### config.mk
export PLATFORM = sky130hd
export DESIGN_NAME = lbdr_output_allocator_flat
export DESIGN_NICKNAME = d
export VERILOG_FILES = /design/src/rtl/lbdr_pkg.sv /design/src/rtl/lbdr_output_allocator_if.sv /design/src/rtl/lbdr_output_allocator_rr_arbiter.sv /design/src/rtl/lbdr_output_allocator.sv /design/src/flat_wrapper.sv
export SDC_FILE = /design/constraint.sdc
export NUM_CORES = 1
export LEC_CHECK = 0
export BUFFER_PORTS_ARGS = -buffer_cell sky130_fd_sc_hd__buf_2
export CAP_MARGIN = 40
export CORE_AREA = 2 2 89 91
export CTS_CLUSTER_DIAMETER = 40
export DETAILED_ROUTE_END_ITERATION = 16
export DIE_AREA = 0 0 91 93
export GPL_TIMING_DRIVEN = 0
export PLACE_DENSITY = 0.59
export SLEW_MARGIN = 25
export SYNTH_ARGS = -nofsm -noshare
export SYNTH_HDL_FRONTEND = slang
export SYNTH_SLANG_ARGS = --single-unit
### constraint.sdc
create_clock -name clk -period 6.4 [get_ports clk]
set_input_delay 0.32 -clock clk [delete_from_list [all_inputs] [get_ports clk]]
set_output_delay 0.32 -clock clk [all_outputs]
set_load 0.01 [all_outputs]
### src/rtl/lbdr_pkg.sv
// lbdr_pkg: flit codes, port indices and allocator state shared by the router blocks
package lbdr_pkg;
  localparam logic [2:0] HEADER = 3'b001;
  localparam logic [2:0] PAYLOAD = 3'b010;
  localparam logic [2:0] TAIL = 3'b100;
  localparam int PORT_N = 0;
  localparam int PORT_E = 1;
  localparam int PORT_W = 2;
  localparam int PORT_S = 3;
  localparam int PORT_L = 4;
  typedef enum logic {IDLE, ACTIVE} alloc_state_t;
endpackage

### src/rtl/lbdr_output_allocator_if.sv
// lbdr_output_allocator_if: request/grant/credit bundle between input ports and one output allocator
interface lbdr_output_allocator_if #(parameter int NUM_IN = 5, parameter int CW = 3);
  logic [NUM_IN-1:0] req;
  logic [NUM_IN-1:0] empty;
  logic [3*NUM_IN-1:0] flit_id;
  logic credit_in;
  logic [NUM_IN-1:0] grant;
  logic [2:0] sel;
  logic [NUM_IN-1:0] rd_en;
  logic valid_out;
  logic [CW-1:0] credit_cnt;
  logic busy;
  logic abort;
  modport slave (input req, empty, flit_id, credit_in, output grant, sel, rd_en, valid_out, credit_cnt, busy, abort);
  modport master (output req, empty, flit_id, credit_in, input grant, sel, rd_en, valid_out, credit_cnt, busy, abort);
endinterface

### src/rtl/lbdr_output_allocator_rr_arbiter.sv
// rr_arbiter: combinational round-robin pick, scanning from the input after i_ptr
module rr_arbiter #(parameter int NUM_IN = 5) (
  input  logic [NUM_IN-1:0] i_elig,
  input  logic [2:0]        i_ptr,
  output logic [NUM_IN-1:0] o_win,
  output logic [2:0]        o_idx
);
  function automatic logic [2:0] wrap(input logic [2:0] p, input int k);
    return 3'((int'(p) + k) % NUM_IN);
  endfunction
  // scan farthest first so the nearest eligible input overwrites
  always_comb begin
    o_win = '0;
    o_idx = '0;
    for (int k = NUM_IN; k >= 1; k--) begin
      if (i_elig[wrap(i_ptr, k)]) begin
        o_win = '0;
        o_win[wrap(i_ptr, k)] = 1'b1;
        o_idx = wrap(i_ptr, k);
      end
    end
  end
endmodule

### src/rtl/lbdr_output_allocator.sv
// lbdr_output_allocator: per-output round-robin packet allocator with downstream credit gating.
// Define ALLOC_TIMEOUT_EN to add a stall watchdog that drops ownership after TIMEOUT_CYC idle cycles.
module lbdr_output_allocator
  import lbdr_pkg::*;
#(
  parameter int NUM_IN = 5,
  parameter int CREDIT_DEPTH = 4,
  parameter int CW = 3,
  parameter int TIMEOUT_CYC = 16
) (
  input logic clk,
  input logic rst,
  lbdr_output_allocator_if.slave bus
);
  if ((1 << CW) <= CREDIT_DEPTH) $error("CW too narrow for CREDIT_DEPTH");
  if (TIMEOUT_CYC < 1) $error("TIMEOUT_CYC must be positive");
  alloc_state_t r_state, w_state_nx;
  logic [NUM_IN-1:0] r_grant, w_grant_nx, w_elig, w_win;
  logic [2:0] r_sel, w_sel_nx, r_ptr, w_ptr_nx, w_win_idx;
  logic [CW-1:0] r_credit, w_credit_nx;
  logic [2:0] w_fid [NUM_IN];
  logic w_go, w_tail, w_to;
  for (genvar i = 0; i < NUM_IN; i++) begin : g_in
    assign w_fid[i] = bus.flit_id[3*i +: 3];
    assign w_elig[i] = bus.req[i] & ~bus.empty[i] & (w_fid[i] == HEADER);
  end
  rr_arbiter #(.NUM_IN(NUM_IN)) u_arb (.i_elig(w_elig), .i_ptr(r_ptr), .o_win(w_win), .o_idx(w_win_idx));
  assign w_go = (r_state == ACTIVE) & ~bus.empty[r_sel] & (r_credit != '0);
  assign w_tail = w_go & (w_fid[r_sel] == TAIL);
`ifdef ALLOC_TIMEOUT_EN
  localparam int TW = $clog2(TIMEOUT_CYC + 1);
  logic [TW-1:0] r_wd;
  logic r_abort;
  assign w_to = (r_state == ACTIVE) & ~w_go & (r_wd == TW'(TIMEOUT_CYC - 1));
  always_ff @(posedge clk) begin
    if (rst) begin
      r_wd <= '0;
      r_abort <= 1'b0;
    end else begin
      r_wd <= (r_state != ACTIVE || w_go || w_to) ? '0 : r_wd + 1'b1;
      r_abort <= w_to;
    end
  end
  assign bus.abort = r_abort;
`else
  assign w_to = 1'b0;
  assign bus.abort = 1'b0;
`endif
  always_comb begin
    w_state_nx = r_state;
    w_grant_nx = r_grant;
    w_sel_nx = r_sel;
    w_ptr_nx = r_ptr;
    if (r_state == IDLE && |w_elig) begin
      w_state_nx = ACTIVE;
      w_grant_nx = w_win;
      w_sel_nx = w_win_idx;
    end else if (r_state == ACTIVE && (w_tail || w_to)) begin
      w_state_nx = IDLE;
      w_grant_nx = '0;
      w_ptr_nx = r_sel;
    end
    w_credit_nx = (w_go == bus.credit_in) ? r_credit :
                  w_go ? r_credit - 1'b1 :
                  (r_credit == CW'(CREDIT_DEPTH)) ? r_credit : r_credit + 1'b1;
  end
  always_ff @(posedge clk) begin
    if (rst) begin
      r_state <= IDLE;
      r_grant <= '0;
      r_sel <= '0;
      r_ptr <= 3'(NUM_IN - 1);
      r_credit <= CW'(CREDIT_DEPTH);
    end else begin
      r_state <= w_state_nx;
      r_grant <= w_grant_nx;
      r_sel <= w_sel_nx;
      r_ptr <= w_ptr_nx;
      r_credit <= w_credit_nx;
    end
  end
  assign bus.grant = r_grant;
  assign bus.sel = r_sel;
  assign bus.rd_en = w_go ? r_grant : '0;
  assign bus.valid_out = w_go;
  assign bus.credit_cnt = r_credit;
  assign bus.busy = (r_state == ACTIVE);
endmodule

### src/flat_wrapper.sv
// flat-port wrapper written by rule: the top's interface ports become plain ports
module lbdr_output_allocator_flat import lbdr_pkg::*;
#(
  parameter int NUM_IN = 5,
  parameter int CREDIT_DEPTH = 4,
  parameter int CW = 3,
  parameter int TIMEOUT_CYC = 16
)
  (clk, rst, bus_req, bus_empty, bus_flit_id, bus_credit_in, bus_grant, bus_sel, bus_rd_en, bus_valid_out, bus_credit_cnt, bus_busy, bus_abort);
  lbdr_output_allocator_if #(.NUM_IN(NUM_IN), .CW(CW)) bus_i ();
  input logic clk;
  input logic rst;
  input wire logic [$bits(bus_i.req)-1:0] bus_req;
  input wire logic [$bits(bus_i.empty)-1:0] bus_empty;
  input wire logic [$bits(bus_i.flit_id)-1:0] bus_flit_id;
  input wire logic [$bits(bus_i.credit_in)-1:0] bus_credit_in;
  output wire logic [$bits(bus_i.grant)-1:0] bus_grant;
  output wire logic [$bits(bus_i.sel)-1:0] bus_sel;
  output wire logic [$bits(bus_i.rd_en)-1:0] bus_rd_en;
  output wire logic [$bits(bus_i.valid_out)-1:0] bus_valid_out;
  output wire logic [$bits(bus_i.credit_cnt)-1:0] bus_credit_cnt;
  output wire logic [$bits(bus_i.busy)-1:0] bus_busy;
  output wire logic [$bits(bus_i.abort)-1:0] bus_abort;
  assign bus_i.req = bus_req;
  assign bus_i.empty = bus_empty;
  assign bus_i.flit_id = bus_flit_id;
  assign bus_i.credit_in = bus_credit_in;
  assign bus_grant = bus_i.grant;
  assign bus_sel = bus_i.sel;
  assign bus_rd_en = bus_i.rd_en;
  assign bus_valid_out = bus_i.valid_out;
  assign bus_credit_cnt = bus_i.credit_cnt;
  assign bus_busy = bus_i.busy;
  assign bus_abort = bus_i.abort;
  lbdr_output_allocator #(.NUM_IN(NUM_IN), .CREDIT_DEPTH(CREDIT_DEPTH), .CW(CW), .TIMEOUT_CYC(TIMEOUT_CYC)) u_core (.clk(clk), .rst(rst), .bus(bus_i));
endmodule
# After elaboration in Yosys (flattened, before gate mapping)
# Cells that the tools add are included.
# op_classes
add_sub_neg	7
div	5
magnitude_cmp	12
eq_ne	9
muxes	42
bitwise_logic	23
reduce_logical	12
# op_table
operator	n
$mod A32 B4 Y32 const B	5
$mux W5	8
$mux W3	9
$lt A3 B4 Y1 const B	6
$bmux W1 S3	6
$demux W1 S3	5
$eq A3 B1 Y1 const B	5
$ge A3 B1 Y1 const B	5
$and A1 B1 Y1	13
$mux W1	13
$bmux W3 S3	1
$not A1 Y1	9
$add A3 B2 Y4 const B	2
$add A3 B3 Y4 const B	2
$logic_and A1 B1 Y1	7
$eq A3 B3 Y1 const B	2
$reduce_or A5 Y1	1
$add A3 B1 Y4 const B	1
$ge A4 B4 Y1 const B	1
$not A3 Y4	1
$reduce_and A2 Y1	2
$add A3 B1 Y3 const B	1
$reduce_bool A3 Y1	1
$sub A3 B1 Y3 const B	1
other kinds (3)	3
# totals
ff_bits	15
inputBits	28
word_cells	115

# Depth between registers and ports, before layout
# Gate-level depths: netlist of the first run.
# depth
word_depth	12
mapped_depth	17
mapped_depth_nobuf	15

# By module
# From an unflattened synthesis of the first run, not the netlist that was laid out.
# unflattened
hier_cells	407
hier_area_um2	2991.6
# by_module_without_submodules
module	instances	cells_each	area_per_inst_um2	seq_area_each_um2
rr_arbiter	1	300	2038.2	0.0
lbdr_output_allocator	1	107	953.4	300.3

# Worst setup path after synthesis of the first run
# OpenSTA, ideal clock, no wires.
# synth_timing
path_kind	flip-flop to flip-flop
startpoint	register u_core.r_ptr[0]
endpoint	register u_core.r_grant[1] (netlist: u_core.bus.grant[1])
setup_ns	0.127
arrival_time_ns	4.403
t_required_ns	6.273
setup_slack_ns	1.870
stages_incl_launch_ff	18
path_buffers	2
path_cell_list	dfxtp_1 -> buf_2 -> clkinv_1 -> ha_1 -> clkbuf_1 -> clkinv_1 -> ha_1 -> inv_1 -> ha_1 -> nand2b_1 -> a21oi_2 -> o41a_4 -> or4_4 -> a21boi_2 -> or4b_4 -> nor3b_2 -> a32o_1 -> or3b_1
# synth_between
elab_chain_cells	12
# synth_lines
element	line_no	source
from (decl)	lbdr_output_allocator.sv:19	logic [2:0] r_sel, w_sel_nx, r_ptr, w_ptr_nx, w_win_idx;
from (signal assigned)	lbdr_output_allocator.sv:72	r_ptr <= 3'(NUM_IN - 1);
from (signal assigned)	lbdr_output_allocator.sv:78	r_ptr <= w_ptr_nx;
$add A3 B3 Y4	lbdr_output_allocator_rr_arbiter.sv:9	return 3'((int'(p) + k) % NUM_IN);
$mod A32 B4 Y32	lbdr_output_allocator_rr_arbiter.sv:9	
$lt A3 B4 Y1 (not written as such) or $ge A3 B1 Y1 (tied branches)	lbdr_output_allocator_rr_arbiter.sv:18	o_win[wrap(i_ptr, k)] = 1'b1;
$logic_and A1 B1 Y1 (not written as such)	lbdr_output_allocator_rr_arbiter.sv:18	
$mux W1 (not written as such)	lbdr_output_allocator_rr_arbiter.sv:18	
$demux W1 S3	lbdr_output_allocator_rr_arbiter.sv:18	
$mux W5 (4 in a row)	lbdr_output_allocator_rr_arbiter.sv:16	if (i_elig[wrap(i_ptr, k)]) begin
$mux W5 *	lbdr_output_allocator_rr_arbiter.sv:16	
$mux W5 *	lbdr_output_allocator.sv:54	if (r_state == IDLE && |w_elig) begin
to (signal assigned)	lbdr_output_allocator.sv:76	r_grant <= w_grant_nx;
to (decl)	lbdr_output_allocator.sv:18	logic [NUM_IN-1:0] r_grant, w_grant_nx, w_elig, w_win;
# Every way passes the cells marked *; elsewhere a longest branch is shown, timed or not. The select of a mux whose other input is x is not followed.
# A chain may end at the register's enable or synchronous reset.

# Worst setup path after layout of the first run
# layout_timing
startpoint	register u_core.r_ptr[0]
endpoint	register u_core.r_sel[1] (netlist: u_core.bus.sel[1])
# layout_between
elab_chain_cells	9
# layout_lines
element	line_no	source
$add A3 B3 Y4	lbdr_output_allocator_rr_arbiter.sv:9	
$mod A32 B4 Y32	lbdr_output_allocator_rr_arbiter.sv:9	
$bmux W1 S3	lbdr_output_allocator_rr_arbiter.sv:16	
$mux W1 (not written as such)	lbdr_output_allocator_rr_arbiter.sv:16	
$mux W3 (4 in a row)	lbdr_output_allocator_rr_arbiter.sv:16	
$mux W3 *	lbdr_output_allocator_rr_arbiter.sv:16	
to (signal assigned)	lbdr_output_allocator.sv:77	r_sel <= w_sel_nx;
to (decl)	lbdr_output_allocator.sv:19	
# Marked as above.

==> metrics.txt, run 1 <==
RSZ-0062 raised after global routing false; Setup TNS 0 ps; Mapped Avg Cell Area 7.18 um2; Reg2Reg Depth 16; Wirelength per Cell around 16 um; Netlist cell types 80; DR iter-0 viols approximately 200; Async SR Flop Fraction 0; max-cap violation count 0; worst path required time 6540 ps; skew final between 4 and 5 ps; FF-to-FF End u_core.bus.sel[1]; total gr overflow 0; Max-slew headroom 0.425; Clock H-tree levels 1; Placer Congestion approximately 0.92; io pins 47; CTS tree done; row count 32; Antenna diodes 0; Worst VDD drop approximately 0.088 mV; initial antenna violation count 0; final setup vio count 0; number of flops mapped to enable cells by yosys 0; WS Path Type reg2reg; flops & latches, synth 15; Static Leak between 1 and 1.5 nW; Net Count, Synth 461; crit path time final 5500 ps; CTS root buf clkbuf_8; area grow syn2layout 13.3%; Die ar. ~8500 um2; vias in the first global route roughly 3,000; Synth Flop Type dfxtp_1; share of post-route cells with drive strength above 1 0.170; Seq/Total Area, Yosys 0.102; data arrival time of the worst path around 5600 ps; Initial Util 0.391; critical path capture point type flip-flop; Detail Placement HPWL between 7000 and 8000 um; synthesized instance count about 400; clock tree buffer depth 2; Slew @ Worst Pin 858 ps; vias per cell 5.85; IO buf count 44; final hold viol count 0; Critical Path Start u_core.r_ptr[0]; GRT Total Usage 0.208; Die Width between 90 and 100 um; CP endpoint u_core.bus.sel[1]; Max Fclk around 0.18 GHz; clk sinks 15; Synth Warn # 0; RR Startpoint u_core.r_ptr[0]; Core Footprint 7530 um2; status complete, no violations; Final Slew Violations 0; NumNets Final just over 500; post-CTS sizing 0; Synth Cell Area between 2000 and 3000 um2; post-route core utilization 0.443; Routed Antenna Nets 0; clk_lat worst skew 250 ps; critical path peak fanout 10; largest net degree at the start of global routing 13; DR DRC count 0; Pwr Density between 100 and 150 nW/um2; drt total wl roughly 8900 um; final hold slack 440 ps; Die H approximately 93 um; first-pass GRT wire length 14,600 um; vias approximately 3,300; drt pass-1 iters 5; startpoint types flip-flop; R2R setup slack 900 ps; worst min path class in2reg; Post-CTS Setup Bufs 0; CTS Buf Count 3; Reg clk slew, reported paths roughly 70 ps; final cycle utilization of the critical path 0.860; Post-CTS Hold Buffers 0
[cells in the final DEF, fill, tap and decap left out, types with 8 or more instances in the layout]
cell type and n:
nand3_1 22, xnor2_1 9, and3_1 9, clkbuf_1 12, nand4_1 8, dfxtp_1 15, nand2_1 35, nand2b_1 13
mux2i_1 14, and2_1 9, o21ai_0 14, ha_1 22, nor3_1 14, nor2_1 37, buf_2 48, inv_1 18
a21oi_1 21
[flip-flops by register name (all words and copies together), names as in the netlist]
signal                 flops
u_core.r_ptr               3
u_core.bus.busy            1
u_core.bus.credit_cnt      3
u_core.bus.sel             3
u_core.bus.grant           5
[how the worst min path moves through the flow]
| stage | from | end | slack, ps | depth (start not counted) |
|---|---|---|---|---|
| final | rst | u_core.bus.credit_cnt[0] | 440 | 2 |
| after global routing | rst | u_core.bus.credit_cnt[0] | 470 | 2 |
| after floorplan | u_core.bus.grant[4] | u_core.bus.grant[4] | 520 | 1 |
| after detailed placement | u_core.bus.grant[4] | u_core.bus.grant[4] | 480 | 1 |
| after global placement | u_core.bus.grant[4] | u_core.bus.grant[4] | 480 | 1 |
| after CTS | rst | u_core.bus.credit_cnt[0] | 450 | 2 |
[where the power goes]
group          internal (mW)  total, mW  switching (mW)
logic                 0.0861      0.210           0.124
clock network         0.0441     0.0789          0.0348
registers             0.0990      0.106         0.00734
[worst max-delay path, cell delays in order (launching register included)]
cell,delay (ps)
dfxtp_1,440
buf_2,270
clkinv_1,400
ha_1,570
clkbuf_1,440
clkinv_1,420
ha_1,320
inv_1,50
ha_1,130
and4b_1,190
a211oi_1,710
o311ai_1,260
o21a_1,330
o211a_1,250
a22oi_1,210
o221ai_1,150
o2111a_1,250
[metal layers]
metal  routed length, um  track usage
met1                4040        0.278
met2                4120        0.364
met3                 557       0.0282
met4                 149       0.0366
met5                   0            0
[layout make-up]
cell class,instances,area (um2)
buffer,18,83.8
clock buffer,4,45.0
fill,826,4190
inverter,22,82.6
multi-input combinational,355,2480
sequential,15,300
tap,102,128
timing repair buffer,44,220
[cells in the mapped netlist (6+ instances only)]
library cell  instances  share of area
nand3_1              22          0.037
mux2i_1              14          0.048
and2_1                9          0.019
dfxtp_1              15           0.10
o21ai_0              14          0.024
a31oi_1               6          0.013
ha_1                 22          0.093
a21oi_1              21          0.036
nand2b_1             13          0.028
o21a_1                7          0.018
nor2_1               37          0.047
nand2_1              35          0.045
a22oi_1               6          0.015
nor3_1               14          0.024
xnor2_1               9          0.027
and3_1                9          0.019
a211oi_1              6          0.015
nand4_1               8          0.017
clkbuf_1             11          0.014
inv_1                18          0.023
[stage by stage]
step	total power, mW	instance area (um2)	cells	worst slack [ps]
after global placement	0.313	3290	556	942
final	0.395	3340	560	899
after CTS	0.395	3340	560	958
after global routing	0.427	3340	560	533
after detailed placement	0.314	3290	556	967
after floorplan	0.260	2950	410	1870
[kinds of logic after synthesis]
| group | after synthesis | synth area share |
|---|---|---|
| AOI/OAI and AO/OA | 117 | 0.295 |
| xor gates and xnor gates | 12 | 0.0433 |
| adders and majority gates | 23 | 0.100 |
| buffers and inverters | 40 | 0.0565 |
| DFF | 15 | 0.102 |
| muxes | 16 | 0.0590 |
| other | 1 | 0.00127 |
| and+or+nand+nor | 186 | 0.343 |
No activity file was read; power rests on OpenSTA's default activity.
==> run 2: changes to the inputs <==
--- a/config.mk
+++ b/config.mk
@@ -5,14 +5,15 @@
 export SDC_FILE = /design/constraint.sdc
 export NUM_CORES = 1
 export LEC_CHECK = 0
+export ABC_CLOCK_PERIOD_IN_PS = 6500
 export BUFFER_PORTS_ARGS = -buffer_cell sky130_fd_sc_hd__buf_2
 export CAP_MARGIN = 40
-export CORE_AREA = 2 2 89 91
+export CORE_AREA = 2 2 80 82
 export CTS_CLUSTER_DIAMETER = 40
 export DETAILED_ROUTE_END_ITERATION = 16
-export DIE_AREA = 0 0 91 93
+export DIE_AREA = 0 0 82 84
 export GPL_TIMING_DRIVEN = 0
-export PLACE_DENSITY = 0.59
+export PLACE_DENSITY = 0.71
 export SLEW_MARGIN = 25
 export SYNTH_ARGS = -nofsm -noshare
 export SYNTH_HDL_FRONTEND = slang
==> constraint.sdc (replaced) <==
create_clock -name clk -period 6.5 [get_ports clk]
set_input_delay 0.325 -clock clk [delete_from_list [all_inputs] [get_ports clk]]
set_output_delay 0.325 -clock clk [all_outputs]
set_load 0.01 [all_outputs]
==> metrics.txt, run 2 (synthesis gave the netlist of run 1 again) <==
status complete, no violations; commonest cells after routing, fill and taps aside buf_2 (48), nor2_1 (37), nand2_1 (35), nand3_1 (22), ha_1 (22); drt pass-1 iters 5; max-cap violation count 0; first-pass GRT wire length around 14,000 um; GRT Total Usage 0.259; Initial Util 0.483; max layer used met4; met3 wire length around 540 um; data arrival time of the worst path about 5700 ps; worst path required time roughly 6600 ps; Static Leak 1.42 nW; Die Width 82 um; Slowest-stage cell, CP xnor2_1; Post-CTS Setup Bufs 0; RSZ-0062 raised after global routing false; crit path time final 5590 ps; WL met2 ~4000 um; crit-path cells buf_2 -> clkinv_1 -> ha_1 -> clkbuf_1 -> clkinv_1 -> ha_1 -> nor2_1 -> a21oi_1 -> xnor2_1 -> nand2_1 -> mux2i_1 -> and4_1 -> clkbuf_1 -> a31o_2 -> nor4_1 -> or3b_1; largest net degree at the start of global routing 13; vias in the first global route 2,972; Post-CTS Hold Buffers 0; clock tree buffer depth 2; setup slack after layout roughly 910 ps; post-CTS sizing 0; Pwr Density ~120 nW/um2; post-route cell area about 3300 um2; WL met1 around 3800 um; row count 29; Clock H-tree levels 1; DP Area approximately 3300 um2; Die H about 84 um; WS Path Type reg2reg; final cycle utilization of the critical path 0.860; final hold viol count 0; Die ar. between 6000 and 7000 um2; post-route core utilization 0.543; Placer Congestion ~0.92; io pins between 40 and 50; vias approximately 3,300; max reg flops 5; Wirelength per Cell 16.0 um; Detail Placement HPWL roughly 6700 um; vias per cell ~6.2; fin cells approximately 540; final setup vio count 0; Slew @ Worst Pin 837 ps; Max-slew headroom 0.439; Setup TNS 0 ps; share of post-route cells with drive strength above 1 0.172; CTS Buf Count 3; Routed Antenna Nets 0; CTS tree done; DR DRC count 0; initial antenna violation count 0; skew final 3.90 ps; NumNets Final 510; Crit path largest cell delay 560 ps; IO buf count between 40 and 50; most common cell after layout, fill and taps aside buf_2; Reg clk slew, reported paths 70 ps; clk sinks 15; hold depth 4; Final Slew Violations 0; clk_lat worst skew around 260 ps; Antenna diodes 0; Place WS 1140 ps; final hold slack between 400 and 500 ps; CTS root buf clkbuf_8; Max Fclk 0.179 GHz; overall power 0.393 mW; startpoint types flip-flop; area grow syn2layout 12.3%; worst min path class in2reg; Reg2Reg Depth 16; drt total wl roughly 8600 um; Core Footprint a little over 6000 um2; dpl cells roughly 530; total gr overflow 0; critical path peak fanout 10; Worst VDD drop 0.130 mV; critical path capture point type flip-flop; DR iter-0 viols between 200 and 300
[run 2: power by group]
group | switching (mW) | internal [mW]
logic | 0.122 | 0.0848
registers | 0.00724 | 0.0974
clock network | 0.0386 | 0.0426
[run 2: path summary, 6_finish.rpt]
| path | start | to | slack (ps) |
|---|---|---|---|
| setup reg to reg | u_core.r_ptr[0] | u_core.bus.grant[1] | 910 |
| hold / removal | bus_credit_in | u_core.bus.credit_cnt[1] | 450 |
| setup / recovery | u_core.r_ptr[0] | u_core.bus.grant[1] | 910 |
| hold reg to reg | u_core.bus.grant[4] | u_core.bus.grant[4] | 490 |
[run 2: worst max-delay path: cells and delay by family (launching register included)]
kind | cells | cell delay [ps]
adder cells (fa/ha/maj) | 2 | 870
AO/OA/AOI/OAI | 2 | 380
flip-flops | 1 | 420
buffers and inverters | 5 | 1830
multiplexers | 1 | 330
AND/OR/NAND/NOR | 5 | 1070
XOR/XNOR | 1 | 560
[run 2: layout make-up]
type	count	area, um2
plain buffers	18	83.8
inverters	22	82.6
flip-flops and latches	15	300
fillers	604	2790
clock buffers	3	41.3
clock inverters	1	5.00
multi-input cells	355	2480
well taps	77	96.3
repair buffers	44	220
[run 2: metal layers]
metal | GRT usage | up-vias
li1 | - | 1631
met1 | 0.356 | 1548
met2 | 0.412 | 131
met3 | 0.0325 | 22
met4 | 0.0848 | 0
met5 | 0 | -
==> run 3: changes to the inputs <==
--- a/config.mk
+++ b/config.mk
@@ -8,12 +8,12 @@
 export ABC_CLOCK_PERIOD_IN_PS = 6500
 export BUFFER_PORTS_ARGS = -buffer_cell sky130_fd_sc_hd__buf_2
 export CAP_MARGIN = 40
-export CORE_AREA = 2 2 80 82
+export CORE_AREA = 2 2 74 76
 export CTS_CLUSTER_DIAMETER = 40
 export DETAILED_ROUTE_END_ITERATION = 16
-export DIE_AREA = 0 0 82 84
+export DIE_AREA = 0 0 76 78
 export GPL_TIMING_DRIVEN = 0
-export PLACE_DENSITY = 0.71
+export PLACE_DENSITY = 0.81
 export SLEW_MARGIN = 25
 export SYNTH_ARGS = -nofsm -noshare
 export SYNTH_HDL_FRONTEND = slang
==> metrics.txt, run 3 (synthesis gave the netlist of run 1 again) <==
Die H 78 um; post-route core utilization 0.654; final hold viol count 0; Worst Hold Launch bus_credit_in; worst min path class in2reg; Detail Placement HPWL 6820 um; crit-path cells buf_2 -> clkinv_1 -> ha_1 -> clkbuf_1 -> clkinv_1 -> ha_1 -> inv_1 -> ha_1 -> and4b_1 -> a211oi_1 -> a31oi_1 -> o2bb2ai_1 -> mux2i_1 -> a21oi_1 -> a22oi_1 -> o221ai_1 -> o2111a_1; area of the multi-input gates 2480 um2; share of post-route cells with drive strength above 1 0.172; Top Family by Delay on Critical Path compound AO/OA/AOI/OAI gates; Post-CTS Setup Bufs 0; clock tree buffer depth 2; DR iter-0 viols between 200 and 250; Clock H-tree levels 1; setup slack after layout approximately 940 ps; Critical Path Start u_core.r_ptr[0]; FF-to-FF End u_core.bus.sel[1]; Wirelength per Cell approximately 16 um; Routed Antenna Nets 0; Place WS between 1000 and 1500 ps; total gr overflow 0; post-CTS sizing 0; Die Width 76 um; WS Path Type reg2reg; Max Fclk around 0.18 GHz; R2R setup slack 940 ps; startpoint types flip-flop; largest net degree at the start of global routing 13; Setup TNS 0 ps; Slowest-stage cell, CP a211oi_1; max-cap violation count 0; Final Slew Violations 0; skew final between 4 and 5 ps; Placer Congestion roughly 0.97; Worst VDD drop 0.103 mV; vias ~3,300; Pwr Density approximately 120 nW/um2; hold endpoint u_core.bus.credit_cnt[1]; CP most frequent cell ha_1; Static Leak approximately 1.4 nW; CTS tree done; Reg clk slew, reported paths about 70 ps; DR DRC count 0; status complete, no violations; Core Footprint between 5000 and 6000 um2; RR Startpoint u_core.r_ptr[0]; Antenna diodes 0; drt pass-1 iters 6; Buf+Inv Stages, Crit Path 5; initial antenna violation count 0; critical path capture point type flip-flop; post-route cell area around 3300 um2; Slew @ Worst Pin 782 ps; clk sinks 15; Crit path largest cell delay between 600 and 700 ps; Max-slew headroom 0.476; vias in the first global route ~3,100; GRT Total Usage 0.293; worst path required time about 6600 ps; dpl cells 524; Die ar. 5930 um2; NumNets Final 510; final cycle utilization of the critical path 0.856; critical path peak fanout 10; data arrival time of the worst path 5710 ps; drt total wl ~8500 um; crit path time final roughly 5600 ps; commonest cells after routing, fill and taps aside buf_2 (48), nor2_1 (37), nand2_1 (35), nand3_1 (22), ha_1 (22); DP Area ~3300 um2; RSZ-0062 raised after global routing false; Reg2Reg Depth 17; IO buf count between 40 and 50; # fillers roughly 440; register area between 300 and 400 um2; first-pass GRT wire length roughly 15,000 um; row count 26; fin cells 528; most common cell after layout, fill and taps aside buf_2; Post-CTS Hold Buffers 0; clk_lat worst skew approximately 250 ps; final setup vio count 0; CTS Buf Count 3; Initial Util 0.584; area grow syn2layout 12.0%; io pins 47; hold depth 4; CTS root buf clkbuf_8; vias per cell 6.33; max reg flops 5
==> run 3: cell counts in the layout (fill, tap and decap cells not counted) <==
No cell type changed its count.
==> run 3: worst max path at each step <==
stage / end / slack, ps / depth (start not counted)
floorplan: u_core.bus.grant[1] / 1970 / 17
global placement: u_core.bus.grant[1] / 1140 / 17
detailed placement: u_core.bus.grant[1] / 1010 / 17
CTS: u_core.bus.grant[1] / 990 / 17
global route: u_core.bus.sel[1] / 450 / 17
finish: u_core.bus.sel[1] / 940 / 17
==> run 3: layer usage <==
layer / vias to the layer above / wire length, um / global-route usage
li1: 1626 / - / -
met1: 1497 / 3670 / 0.370
met2: 174 / 3800 / 0.492
met3: 44 / 634 / 0.0337
met4: 0 / 445 / 0.151
met5: - / 0 / 0
==> run 3: metrics by stage <==
stage | hold slack [ps] | total power, mW
3_5_place_dp | 491 | 0.308
5_1_grt | 501 | 0.417
6_report | 472 | 0.390
3_3_place_gp | 479 | 0.303
2_1_floorplan | 524 | 0.256
4_1_cts | 475 | 0.386
==> run 3: worst min-delay path: cells and delay by family <==
kind                   cells  cell delay [ps]
AOI/OAI and AO/OA          1               60
buffers and inverters      1               90
and+or+nand+nor            2              210
==> run 3: cell type report <==
cell class              instances  share of cell area
well taps                      70              0.0265
clock buffers                   3              0.0125
repair buffers                 44              0.0667
multi-input cells             355               0.751
plain buffers                  18              0.0254
inverters                      22              0.0250
clock inverters                 1             0.00152
flip-flops and latches         15              0.0910
==> run 3: power breakdown <==
part           switching (mW)  internal (mW)
Sequential            0.00677         0.0974
Combinational           0.122         0.0850
Clock                  0.0362         0.0425
Total                   0.165          0.225
